==> src/rtl/hilo_pkg.sv <==
// hilo_pkg: shared widths, op encodings, FSM states and operand helpers for the HI/LO controller.
package hilo_pkg;
  localparam int XLEN = 32;
  localparam int DLEN = 64;
  localparam logic [2:0] OP_MULT  = 3'd1;
  localparam logic [2:0] OP_MULTU = 3'd2;
  localparam logic [2:0] OP_DIV   = 3'd3;
  localparam logic [2:0] OP_DIVU  = 3'd4;
  localparam logic [2:0] OP_MTHI  = 3'd5;
  localparam logic [2:0] OP_MTLO  = 3'd6;
  typedef enum logic [1:0] {IDLE, ISSUE, WAIT, FIX} state_t;
  function automatic logic is_mul(input logic [2:0] o);
    return o == OP_MULT || o == OP_MULTU;
  endfunction
  function automatic logic is_div(input logic [2:0] o);
    return o == OP_DIV || o == OP_DIVU;
  endfunction
  function automatic logic [XLEN-1:0] mag(input logic [XLEN-1:0] v);
    return v[XLEN-1] ? -v : v;
  endfunction
endpackage

==> src/rtl/hilo_if.sv <==
// hilo_if: request/response bus between the HI/LO controller (master) and the shared multiplier/divider (slave).
interface hilo_if;
  import hilo_pkg::*;
  logic            mul_start;
  logic [XLEN-1:0] mul_a;
  logic [XLEN-1:0] mul_b;
  logic            mul_busy;
  logic [DLEN-1:0] mul_res;
  logic            div_start;
  logic [XLEN-1:0] div_dividend;
  logic [XLEN-1:0] div_divisor;
  logic            div_busy;
  logic [XLEN-1:0] div_q;
  logic [XLEN-1:0] div_r;
  modport master (
    output mul_start, mul_a, mul_b, div_start, div_dividend, div_divisor,
    input  mul_busy, mul_res, div_busy, div_q, div_r
  );
  modport slave (
    input  mul_start, mul_a, mul_b, div_start, div_dividend, div_divisor,
    output mul_busy, mul_res, div_busy, div_q, div_r
  );
endinterface

==> src/rtl/hilo_sign_fix.sv <==
// hilo_sign_fix: turns raw signed-multiplier / unsigned-divider results into architectural HI/LO values.
module hilo_sign_fix import hilo_pkg::*; (
  input  logic [2:0]      op,
  input  logic [XLEN-1:0] a,
  input  logic [XLEN-1:0] b,
  input  logic [DLEN-1:0] mul_res,
  input  logic [XLEN-1:0] div_q,
  input  logic [XLEN-1:0] div_r,
  output logic [XLEN-1:0] hi,
  output logic [XLEN-1:0] lo
);
  logic [XLEN-1:0] multu_hi, q_s, r_s;
  always_comb begin
    multu_hi = mul_res[DLEN-1:XLEN] + (a[XLEN-1] ? b : '0) + (b[XLEN-1] ? a : '0);
    q_s      = (a[XLEN-1] ^ b[XLEN-1]) ? -div_q : div_q;
    r_s      = a[XLEN-1] ? -div_r : div_r;
    hi       = op == OP_MULT ? mul_res[DLEN-1:XLEN] : op == OP_MULTU ? multu_hi : op == OP_DIV ? r_s : div_r;
    lo       = is_mul(op) ? mul_res[XLEN-1:0] : op == OP_DIV ? q_s : div_q;
  end
endmodule

==> src/rtl/hilo_ctrl.sv <==
// hilo_ctrl: owns HI/LO, sequences MULT/MULTU/DIV/DIVU on the shared units and stalls the pipeline meanwhile.
// Define HILO_FWD_EN to bypass the value being written in FIX to MFHI/MFLO without stalling.
module hilo_ctrl import hilo_pkg::*; #(
  parameter int TIMEOUT_CYC = 4
) (
  input  logic            clk,
  input  logic            reset,
  input  logic            op_valid,
  input  logic [2:0]      op,
  input  logic [XLEN-1:0] rs_val,
  input  logic [XLEN-1:0] rt_val,
  input  logic            mf_req,
  input  logic            mf_sel,
  output logic [XLEN-1:0] mf_data,
  output logic            stall,
  output logic            err,
  output logic [XLEN-1:0] hi,
  output logic [XLEN-1:0] lo,
  hilo_if.master          arith
);
  localparam int CW = $clog2(TIMEOUT_CYC + 1);
  state_t          state;
  logic [2:0]      op_r;
  logic [XLEN-1:0] a_r, b_r, fix_hi, fix_lo, new_hi, new_lo;
  logic [CW-1:0]   cnt;
  logic            div_zero, busy;
  hilo_sign_fix u_fix (
    .op      (op_r),
    .a       (a_r),
    .b       (b_r),
    .mul_res (arith.mul_res),
    .div_q   (arith.div_q),
    .div_r   (arith.div_r),
    .hi      (fix_hi),
    .lo      (fix_lo)
  );
  always_comb begin
    div_zero = is_div(op_r) && b_r == '0;
    busy     = is_mul(op_r) ? arith.mul_busy : arith.div_busy;
    new_hi   = div_zero ? a_r : fix_hi;
    new_lo   = div_zero ? '1 : fix_lo;
  end
`ifdef HILO_FWD_EN
  assign stall   = state != IDLE && (op_valid || (mf_req && state != FIX));
  assign mf_data = mf_sel ? (state == FIX ? new_hi : hi) : (state == FIX ? new_lo : lo);
`else
  assign stall   = state != IDLE && (op_valid || mf_req);
  assign mf_data = mf_sel ? hi : lo;
`endif
  // Operand outputs only change on acceptance: the multiplier re-reads them every cycle.
  always_ff @(posedge clk or posedge reset) begin
    if (reset) begin
      state              <= IDLE;
      op_r               <= '0;
      a_r                <= '0;
      b_r                <= '0;
      cnt                <= '0;
      hi                 <= '0;
      lo                 <= '0;
      err                <= 1'b0;
      arith.mul_start    <= 1'b0;
      arith.div_start    <= 1'b0;
      arith.mul_a        <= '0;
      arith.mul_b        <= '0;
      arith.div_dividend <= '0;
      arith.div_divisor  <= '0;
    end else begin
      case (state)
        IDLE: if (op_valid) begin
          if (op == OP_MTHI) hi <= rs_val;
          if (op == OP_MTLO) lo <= rs_val;
          if (is_mul(op) || is_div(op)) begin
            op_r <= op;
            a_r  <= rs_val;
            b_r  <= rt_val;
            cnt  <= '0;
            if (is_div(op) && rt_val == '0) state <= FIX;
            else if (is_mul(op)) begin
              state           <= ISSUE;
              arith.mul_a     <= rs_val;
              arith.mul_b     <= rt_val;
              arith.mul_start <= 1'b1;
            end else begin
              state              <= ISSUE;
              arith.div_dividend <= op == OP_DIV ? mag(rs_val) : rs_val;
              arith.div_divisor  <= op == OP_DIV ? mag(rt_val) : rt_val;
              arith.div_start    <= 1'b1;
            end
          end
        end
        ISSUE: if (busy) begin
          state           <= WAIT;
          arith.mul_start <= 1'b0;
          arith.div_start <= 1'b0;
        end else if (cnt == CW'(TIMEOUT_CYC - 1)) begin
          state           <= IDLE;
          err             <= 1'b1;
          arith.mul_start <= 1'b0;
          arith.div_start <= 1'b0;
        end else cnt <= cnt + 1'b1;
        WAIT: if (!busy) state <= FIX;
        FIX: begin
          state <= IDLE;
          hi    <= new_hi;
          lo    <= new_lo;
        end
      endcase
    end
  end
endmodule
==> src/flat_wrapper.sv <==
// flat-port wrapper written by rule: the top's interface ports become plain ports
module hilo_ctrl_flat import hilo_pkg::*;
#(
  parameter int TIMEOUT_CYC = 4
)
  (clk, reset, op_valid, op, rs_val, rt_val, mf_req, mf_sel, mf_data, stall, err, hi, lo, arith_mul_start, arith_mul_a, arith_mul_b, arith_div_start, arith_div_dividend, arith_div_divisor, arith_mul_busy, arith_mul_res, arith_div_busy, arith_div_q, arith_div_r);
  hilo_if arith_i ();
  input  logic clk;
  input  logic reset;
  input  logic op_valid;
  input  logic [2:0] op;
  input  logic [XLEN-1:0] rs_val;
  input  logic [XLEN-1:0] rt_val;
  input  logic mf_req;
  input  logic mf_sel;
  output logic [XLEN-1:0] mf_data;
  output logic stall;
  output logic err;
  output logic [XLEN-1:0] hi;
  output logic [XLEN-1:0] lo;
  output wire logic [$bits(arith_i.mul_start)-1:0] arith_mul_start;
  output wire logic [$bits(arith_i.mul_a)-1:0] arith_mul_a;
  output wire logic [$bits(arith_i.mul_b)-1:0] arith_mul_b;
  output wire logic [$bits(arith_i.div_start)-1:0] arith_div_start;
  output wire logic [$bits(arith_i.div_dividend)-1:0] arith_div_dividend;
  output wire logic [$bits(arith_i.div_divisor)-1:0] arith_div_divisor;
  input wire logic [$bits(arith_i.mul_busy)-1:0] arith_mul_busy;
  input wire logic [$bits(arith_i.mul_res)-1:0] arith_mul_res;
  input wire logic [$bits(arith_i.div_busy)-1:0] arith_div_busy;
  input wire logic [$bits(arith_i.div_q)-1:0] arith_div_q;
  input wire logic [$bits(arith_i.div_r)-1:0] arith_div_r;
  assign arith_mul_start = arith_i.mul_start;
  assign arith_mul_a = arith_i.mul_a;
  assign arith_mul_b = arith_i.mul_b;
  assign arith_div_start = arith_i.div_start;
  assign arith_div_dividend = arith_i.div_dividend;
  assign arith_div_divisor = arith_i.div_divisor;
  assign arith_i.mul_busy = arith_mul_busy;
  assign arith_i.mul_res = arith_mul_res;
  assign arith_i.div_busy = arith_div_busy;
  assign arith_i.div_q = arith_div_q;
  assign arith_i.div_r = arith_div_r;
  hilo_ctrl #(.TIMEOUT_CYC(TIMEOUT_CYC)) u_core (.clk(clk), .reset(reset), .op_valid(op_valid), .op(op), .rs_val(rs_val), .rt_val(rt_val), .mf_req(mf_req), .mf_sel(mf_sel), .mf_data(mf_data), .stall(stall), .err(err), .hi(hi), .lo(lo), .arith(arith_i));
endmodule
==> config.mk <==
export PLATFORM = sky130hd
export DESIGN_NAME = hilo_ctrl_flat
export DESIGN_NICKNAME = d
export VERILOG_FILES = /design/src/rtl/hilo_pkg.sv /design/src/rtl/hilo_if.sv /design/src/rtl/hilo_sign_fix.sv /design/src/rtl/hilo_ctrl.sv /design/src/flat_wrapper.sv
export SDC_FILE = /design/constraint.sdc
export NUM_CORES = 1
export LEC_CHECK = 0
export CAP_MARGIN = 20
export CORE_MARGIN = 2
export CORE_UTILIZATION = 30
export CTS_CLUSTER_SIZE = 20
export DETAILED_ROUTE_END_ITERATION = 10
export PLACE_DENSITY_LB_ADDON = 0.1
export SLEW_MARGIN = 20
export SYNTH_ARGS = -nofsm -noshare
export SYNTH_HDL_FRONTEND = slang
export SYNTH_SLANG_ARGS = --single-unit
==> constraint.sdc <==
create_clock -name clk -period 13 [get_ports clk]
set_clock_uncertainty 0.2 [all_clocks]
set_input_delay 2.6 -clock clk [delete_from_list [all_inputs] [get_ports clk]]
set_output_delay 2.6 -clock clk [all_outputs]
set_load 0.01 [all_outputs]
==> flow_metrics.tcl, run 1 <==
set metrics [dict create \
    cts_max_level 2 \
    dieArea_um2 59680 \
    initialDrtViolationCount 1173 \
    core_area_um2 57370 \
    clockBufferDepth 3 \
    hpwl_um 55460 \
    start_util 0.3020 \
    hold_buffers 0 \
    wl_met3_um 5757 \
    final_util 0.4108 \
    wl_um 73630 \
    synth.most_common_cell "dfrtp_1" \
    place_inst 2956 \
    p_per_area_nw_per_um2 255.8 \
    synth_cell_types 76 \
    cp_common_cell "clkdlybuf4s50_1" \
    required_ns 10.20 \
    yosysTopAreaCell "dfrtp_1" \
    synth_nets 2125 \
    viasPerCell 5.318 \
    syn_to_final_growth_pct 36.05 \
    drc 0 \
    clkLatencyLatePin_ns 0.54 \
    slew_headroom 0.3113 \
    stdcell_area_um2 23570 \
    max_stage_delay_ns 0.48 \
    fin_crit_ns 7.140 \
    worstPathMaxFanout 32 \
    grt_max_degree 76 \
    synth_warnings 0 \
    synth-main-ff-cell "dfrtp_1" \
    routed.top_layer "met5" \
    path_clk_slew_ns 0.06 \
    clock.fmax_ghz 0.1400 \
    drt-pass1-iter-count 6 \
    m1WireLength_um 32160 \
    crit_chain "clkdlybuf4s50_1, buf_4, mux2_2, clkdlybuf4s50_1" \
    cp-end-kind "primary output" \
    hold_violations 0 \
    async_flop_share 1.000 \
    p_clk_frac 0.168 \
    leakage_nw 9.496 \
    track_usage 0.2426 \
    finalNetCount 2500 \
    power_frac_comb 0.562 \
    grt_pass1_vias 15870 \
    worstMarginPinSlew_ns 1.033 \
    synth_edf_count 0 \
    ys_seq_elements 267 \
    yosys-top-cells-count "267 x dfrtp_1, 183 x nand2_1, 174 x a21oi_1" \
    rsz0062_at_grt "false" \
    place_area_um2 22350 \
    switching_power_mw 2.525 \
    grt_antenna_before_repair 18 \
    grt-ovfl-total 0 \
    synthCells 1854 \
    cts-resized-gates 0 \
    n_fill_cell 5637 \
    grt_pass1_wl_um 107600 \
    cts-root-buf "clkbuf_16" \
    status "completed" \
    ys_seq_area_frac 0.3857 \
    cp_data_arrival_time_ns 4.34 \
    dr_wl_met2_um 33160 \
    gp_congestion 0.8895 \
    cts_tree "built" \
    setup_viol 0 \
    final_cells 3024 \
    drive_gt1_frac 0.1190 \
    cts_sinks 267 \
    crit_type "in -> out" \
    min_path_type "reg -> reg" \
    slew_violations 0 \
    io_buffers 429 \
    syn-cell-area_um2 17320 \
    cts_buffers 35 \
    swShare 0.4188 \
    power_frac_seq 0.271 \
    rows 88 \
    vias 16080 \
    start_kind "input pin" \
    peakVddDrop_mv 0.09884 \
    synth_area_leaders "dfrtp_1 39%, mux2_2 9.8%, a21oi_1 5.0%, nand2_1 4.0%, xor2_1 3.8%" \
    cp_slowest_cell "clkdlybuf4s50_1" \
    fin_crit_sh 0.5493 \
    finalSetupTns_ns 0 \
    drtAntennaViolNets 0 \
    die_y_um 244.3 \
    synth_top_area_share 0.3857 \
    post-cts-setup-buffers 0 \
    maxCapViolCount 0 \
    postSynthAreaPerCell_um2 9.344 \
    num_io_pins 430 \
    internal_power_mw 3.504 \
    wire_per_inst_um 24.35 \
    die_x_um 244.3 \
]
-- placed cells by master, fill, tap and decap left out, types with 27 or more instances in the layout --
cell,Yosys,routed
and2_1,73,73
xor2_1,76,76
ha_1,37,37
nand2_1,183,181
a21oi_1,174,174
nor2_1,162,161
fa_1,32,32
dfrtp_1,267,267
mux2_2,150,150
xnor2_1,55,55
a31oi_1,27,27
buf_4,1,28
o21ai_0,106,106
nand3_1,30,29
inv_1,29,28
clkbuf_16,0,37
clkdlybuf4s50_1,0,429
-- kinds of logic after synthesis --
logic type,share of synthesized area
simple gates,0.1580
xor+xnor,0.06623
compound gates,0.1801
buf+inv,0.03611
fa+ha+maj,0.06370
mux,0.1102
flops,0.3857
-- per-layer routing --
metal,vias to the layer above,track usage
li1,7404,-
met5,-,0
met3,131,0.06409
met1,7936,0.3203
met4,28,0.07873
met2,583,0.3857
-- registers in the layout, summed over array words and instances, names as in the netlist --
name / flops
u_core.state: 2
u_core.b_r: 32
u_core.arith.div_start: 1
u_core.arith.mul_b: 32
u_core.err: 1
u_core.lo: 32
u_core.op_r: 3
u_core.a_r: 32
u_core.arith.div_dividend: 32
u_core.arith.div_divisor: 32
u_core.arith.mul_start: 1
u_core.arith.mul_a: 32
u_core.hi: 32
u_core.cnt: 3
-- critical path: cells and delay by family --
kind	cells	cell delay (ns)
muxes	1	0.39
buffers and inverters	3	1.33
-- through the flow --
step | total power [mW] | setup WS, ns | hold slack [ns]
floorplan | 3.484 | 2.846 | 0.2635
CTS | 6.070 | 5.843 | 0.2905
global route | 6.459 | 5.775 | 0.3080
global placement | 4.976 | 5.858 | 0.2686
detailed placement | 5.015 | 5.844 | 0.2771
finish | 6.030 | 5.860 | 0.2836
-- worst paths after layout --
kind	start	endpoint	slack (ns)	depth (start not counted)
worst max-delay path	mf_sel	mf_data[4]	5.86	4
worst min-delay path	u_core.arith.mul_a[0]$_DFFE_PP0P_	u_core.arith.mul_a[0]$_DFFE_PP0P_	0.28	2
worst max register to register	u_core.a_r[31]$_DFFE_PP0P_	u_core.hi[24]$_DFFE_PP0P_	8.06	12
worst min register to register	u_core.arith.mul_a[0]$_DFFE_PP0P_	u_core.arith.mul_a[0]$_DFFE_PP0P_	0.28	2
max in group asynchronous	reset	u_core.arith.mul_a[2]$_DFFE_PP0P_	8.15	4
min in group asynchronous	reset	u_core.arith.mul_b[18]$_DFFE_PP0P_	2.30	2
-- power by group through the flow --
stage / combinational [mW] / sequential, mW / clock [mW]
2_1_floorplan: 1.86 / 1.62 / 0
3_3_place_gp: 3.35 / 1.63 / 0
3_5_place_dp: 3.37 / 1.65 / 0
4_1_cts: 3.39 / 1.64 / 1.04
5_1_grt: 3.69 / 1.69 / 1.08
6_report: 3.39 / 1.63 / 1.01
-- layout make-up --
cell class | instances | area (um2) | area share
Timing Repair Buffer | 460 | 4556 | 0.1933
Tap cell | 765 | 957.2 | 0.04061
Antenna cell | 6 | 15.01 | 0.0006371
Inverter | 29 | 116.4 | 0.004937
Multi-Input combinational cell | 1436 | 10060 | 0.4270
Clock inverter | 7 | 110.1 | 0.004672
Sequential cell | 267 | 6681 | 0.2835
Clock buffer | 54 | 1070 | 0.04539
Power figures use the tool's default switching activity.
==> inputs of run 2 (changes only) <==
clock period = 6.2 ns   (was 13 ns; I/O delays follow)
==> flow_metrics.tcl, run 2 (synthesized netlist as in run 1, its figures left out) <==
set metrics [dict create \
    crit_type "in -> reg" \
    ff2ff_path_depth 13 \
    hold_buffers 0 \
    p_per_area_nw_per_um2 540.0 \
    maxCapViolCount 0 \
    grt-ovfl-total 0 \
    grt_pass1_wl_um 108300 \
    cts_sinks 267 \
    cts_buffers 35 \
    required_ns 6.37 \
    die_x_um 244.3 \
    start_kind "input pin" \
    drt-pass1-iter-count 5 \
    place_inst 2960 \
    drive_gt1_frac 0.1202 \
    clockBufferDepth 3 \
    finalNetCount 2503 \
    gp_congestion 0.9448 \
    final_cells 3022 \
    die_y_um 244.3 \
    post-cts-setup-buffers 0 \
    cts-resized-gates 0 \
    syn_to_final_growth_pct 36.09 \
    dieArea_um2 59680 \
    num_io_pins 430 \
    io_buffers 429 \
    vias 16060 \
    hold_violations 0 \
    fin_crit_sh 0.7506 \
    whs_path_depth 2 \
    finalSetupTns_ns 0 \
    drc 0 \
    track_usage 0.2438 \
    totalPowerFinal_mw 12.73 \
    clock.fmax_ghz 0.2149 \
    final_cell_mix "429 x clkdlybuf4s50_1, 267 x dfrtp_1, 181 x nand2_1" \
    worstMarginPinSlew_ns 1.029 \
    worstPathMaxFanout 5 \
    rows 88 \
    cts-root-buf "clkbuf_16" \
    setup_viol 0 \
    cts_max_level 2 \
    r2r_start "u_core.a_r[31]$_DFFE_PP0P_" \
    cts_tree "built" \
    initialDrtViolationCount 1063 \
    status "completed" \
    wire_per_inst_um 24.50 \
    slew_headroom 0.3143 \
    cp-end-kind "register" \
    drtAntennaViolNets 0 \
    grt_antenna_before_repair 12 \
    final_common_cell "clkdlybuf4s50_1" \
    clkLatencyLatePin_ns 0.54 \
    core_area_um2 57370 \
    hpwl_um 56040 \
    cp_data_arrival_time_ns 4.82 \
    fin_crit_ns 4.654 \
    slew_violations 0 \
    min_path_type "reg -> reg" \
    reg2reg_slack_ns 1.88 \
    grt_max_degree 137 \
    leakage_nw 9.492 \
    rsz0062_at_grt "false" \
    crit_path_end "u_core.hi[26]$_DFFE_PP0P_" \
    path_clk_slew_ns 0.06 \
    viasPerCell 5.314 \
    start_util 0.3020 \
    peakVddDrop_mv 0.2614 \
    cp-startpoint "arith_mul_res[34]" \
    n_fill_cell 5676 \
    r2r-end "u_core.hi[26]$_DFFE_PP0P_" \
    final_util 0.4110 \
    grt_pass1_vias 15720 \
    wl_um 74050 \
]
## run 2: layout make-up
class | count | area, um2 | area share
clock buffers | 51 | 1028 | 0.04363
well taps | 765 | 957.2 | 0.04060
flip-flops and latches | 267 | 6681 | 0.2834
inverters | 29 | 112.6 | 0.004777
multi-input cells | 1436 | 10060 | 0.4269
clock inverters | 9 | 152.6 | 0.006475
repair buffers | 463 | 4574 | 0.1940
diodes | 2 | 5.005 | 0.0002123
## run 2: worst min path at each step
| stage | startpoint | endpoint | slack [ns] |
|---|---|---|---|
| finish | u_core.arith.mul_b[0]$_DFFE_PP0P_ | u_core.arith.mul_b[0]$_DFFE_PP0P_ | 0.28 |
| global route | u_core.arith.mul_a[26]$_DFFE_PP0P_ | u_core.arith.mul_a[26]$_DFFE_PP0P_ | 0.31 |
| CTS | u_core.arith.mul_a[0]$_DFFE_PP0P_ | u_core.arith.mul_a[0]$_DFFE_PP0P_ | 0.29 |
| detailed placement | u_core.arith.mul_a[0]$_DFFE_PP0P_ | u_core.arith.mul_a[0]$_DFFE_PP0P_ | 0.27 |
| global placement | u_core.arith.mul_a[0]$_DFFE_PP0P_ | u_core.arith.mul_a[0]$_DFFE_PP0P_ | 0.27 |
| floorplan | u_core.a_r[30]$_DFFE_PP0P_ | u_core.a_r[30]$_DFFE_PP0P_ | 0.26 |
## run 2: power by group
part / leakage (nW) / total [mW] / switching [mW] / internal, mW
clock network: 0.567 / 2.14 / 0.823 / 1.31
logic: 5.80 / 7.18 / 3.74 / 3.45
registers: 3.13 / 3.41 / 0.796 / 2.62
## run 2: critical path, cell delays in order
cell and delay, ns:
clkdlybuf4s50_1 0.45, fa_1 0.51, ha_1 0.33, a211o_1 0.28
a21oi_1 0.26, a211oi_2 0.19, a211o_1 0.34, a221oi_1 0.58
o21bai_1 0.17, xor2_1 0.16, o21ai_1 0.16, a41oi_1 0.14
## run 2: metrics by stage
stage / hold WS (ns) / setup WS [ns] / area, um2
2_1_floorplan: 0.2635 / 1.235 / 17330
3_3_place_gp: 0.2674 / 1.016 / 22390
3_5_place_dp: 0.2739 / 1.022 / 22390
4_1_cts: 0.2859 / 1.604 / 23570
5_1_grt: 0.3079 / 1.330 / 23570
6_report: 0.2822 / 1.546 / 23580
## run 2: routing by layer
| metal | wire length (um) | up-vias | global-route usage |
|---|---|---|---|
| li1 | - | 7406 | - |
| met1 | 32760 | 7938 | 0.3304 |
| met2 | 33720 | 607 | 0.3848 |
| met3 | 5668 | 86 | 0.06486 |
| met4 | 1743 | 22 | 0.06223 |
| met5 | 149 | - | 0 |
==> inputs of run 3 (changes only) <==
clock period = 4.7 ns   (was 6.2 ns; I/O delays follow)
==> flow_metrics.tcl, run 3 (synthesized netlist as in run 1, its figures left out) <==
set metrics [dict create \
    path_clk_slew_ns 0.06 \
    clock.fmax_ghz 0.2294 \
    clkLatencyLatePin_ns 0.56 \
    syn_to_final_growth_pct 39.08 \
    crit_buf_inv 2 \
    place_area_um2 22850 \
    cts-root-buf "clkbuf_16" \
    rows 88 \
    worstMarginPinSlew_ns 0.8391 \
    cp_data_arrival_time_ns 4.59 \
    crit_chain "buf_12, and2_1, fa_1, ha_1, a21oi_1, o22a_1, a21oi_1, a211o_1, a221oi_1, buf_4, o221ai_1, xor2_1, o311a_1" \
    crit_cells 13 \
    rsz0062_at_grt "false" \
    die_y_um 244.3 \
    status "completed" \
    final_common_cell "clkdlybuf4s50_1" \
    io_buffers 429 \
    vias 16290 \
    whs_path_depth 1 \
    leakage_nw 9.817 \
    regArea_um2 6681 \
    cts_sinks 267 \
    setup_viol 0 \
    gp_congestion 0.9347 \
    cpLargestDelayFamily "compound AO/OA/AOI/OAI gates" \
    cts_tree "built" \
    cp_slowest_cell "dfrtp_1" \
    n_fill_cell 5647 \
    maxCapViolCount 0 \
    fin_crit_ns 4.359 \
    start_kind "register" \
    initialDrtViolationCount 1076 \
    core_area_um2 57370 \
    final_cell_mix "429 x clkdlybuf4s50_1, 267 x dfrtp_1, 181 x nand2_1" \
    wire_per_inst_um 24.49 \
    drt-pass1-iter-count 6 \
    viasPerCell 5.277 \
    required_ns 4.93 \
    cts_max_level 2 \
    fin_ws_ns 0.3409 \
    p_per_area_nw_per_um2 707.4 \
    min_path_type "reg -> reg" \
    use_met2 0.3919 \
    cts_buffers 37 \
    clockBufferDepth 3 \
    dieArea_um2 59680 \
    cts-resized-gates 0 \
    multi_input_area_um2 10060 \
    post-cts-setup-buffers 0 \
    use_met3 0.07188 \
    grt_antenna_before_repair 14 \
    finalNetCount 2562 \
    totalPowerFinal_mw 17.04 \
    track_usage 0.2490 \
    fin_crit_sh 0.9275 \
    peakVddDrop_mv 0.2836 \
    num_io_pins 430 \
    drc 0 \
    max_stage_delay_ns 0.64 \
    grt_pass1_vias 16080 \
    grt_max_degree 90 \
    crit_type "reg -> reg" \
    grt_pass1_wl_um 110500 \
    cp_common_cell "a21oi_1" \
    busiest_layer "met2" \
    cp-startpoint "u_core.b_r[31]$_DFFE_PP0P_" \
    cp-end-kind "register" \
    drive_gt1_frac 0.1437 \
    drtAntennaViolNets 0 \
    grt_util_met1 0.3313 \
    slew_violations 0 \
    hold_violations 0 \
    hpwl_um 58030 \
    die_x_um 244.3 \
    dp_slack_ns -0.08317 \
    stdcell_area_um2 24090 \
    wl_um 75590 \
    min_from "u_core.err$_DFFE_PP0P_" \
    finalSetupTns_ns 0 \
    worstPathMaxFanout 25 \
    slew_headroom 0.4393 \
    hold_buffers 0 \
    start_util 0.3020 \
    ff2ff_path_depth 13 \
    r2r_start "u_core.b_r[31]$_DFFE_PP0P_" \
    grt-ovfl-total 0 \
]
[run 3: changes by cell type in the layout (fill, tap and decap cells not counted), sizes merged]
| cell | change |
|---|---|
| bufinv | -2 |
| clkinvlp | -1 |
| clkinv | +3 |
| clkbuf | +5 |
| inv | +1 |
| buf | +57 |
| diode | +1 |
[run 3: layout make-up]
| cell class | instances | share of cell area |
|---|---|---|
| Sequential cell | 267 | 0.2773 |
| Antenna cell | 3 | 0.0003116 |
| Clock inverter | 10 | 0.004674 |
| Clock buffer | 56 | 0.04648 |
| Tap cell | 765 | 0.03973 |
| Multi-Input combinational cell | 1436 | 0.4176 |
| Inverter | 29 | 0.004674 |
| Timing Repair Buffer | 520 | 0.2092 |
[run 3: worst reg2reg max path: stages (launching register included)]
cell	delay [ns]
dfrtp_1	0.64
buf_12	0.23
and2_1	0.26
fa_1	0.45
ha_1	0.39
a21oi_1	0.27
o22a_1	0.23
a21oi_1	0.08
a211o_1	0.32
a221oi_1	0.37
buf_4	0.20
o221ai_1	0.12
xor2_1	0.17
o311a_1	0.30
[run 3: worst paths after layout]
check | end | slack, ns
min reg2reg | u_core.err$_DFFE_PP0P_ | 0.28
max reg2reg | u_core.hi[30]$_DFFE_PP0P_ | 0.34
max in group asynchronous | u_core.arith.mul_a[16]$_DFFE_PP0P_ | 2.67
min | u_core.err$_DFFE_PP0P_ | 0.28
max | u_core.hi[30]$_DFFE_PP0P_ | 0.34
min in group asynchronous | u_core.lo[17]$_DFFE_PP0P_ | 0.56
[run 3: through the flow]
step	util	hold WS (ns)	cells
after global routing	0.4199	0.3010	3083
after global placement	0.3984	0.2685	3017
after detailed placement	0.3984	0.2715	3017
final	0.4200	0.2831	3086
after CTS	0.4199	0.2854	3083
after floorplan	-	0.2635	1854
[run 3: metal layers]
layer	part of all wire	routed length, um	vias up
met1	0.44	32970	7992
met5	0.0020	148	-
met4	0.028	2082	22
met3	0.080	6065	97
li1	-	-	7540
met2	0.45	34320	635
[run 3: where the power goes]
group / total (mW) / switching [mW] / internal [mW]
sequential: 4.51 / 1.06 / 3.45
clock: 2.89 / 1.14 / 1.75
combinational: 9.64 / 5.01 / 4.63
total: 17.0 / 7.21 / 9.83
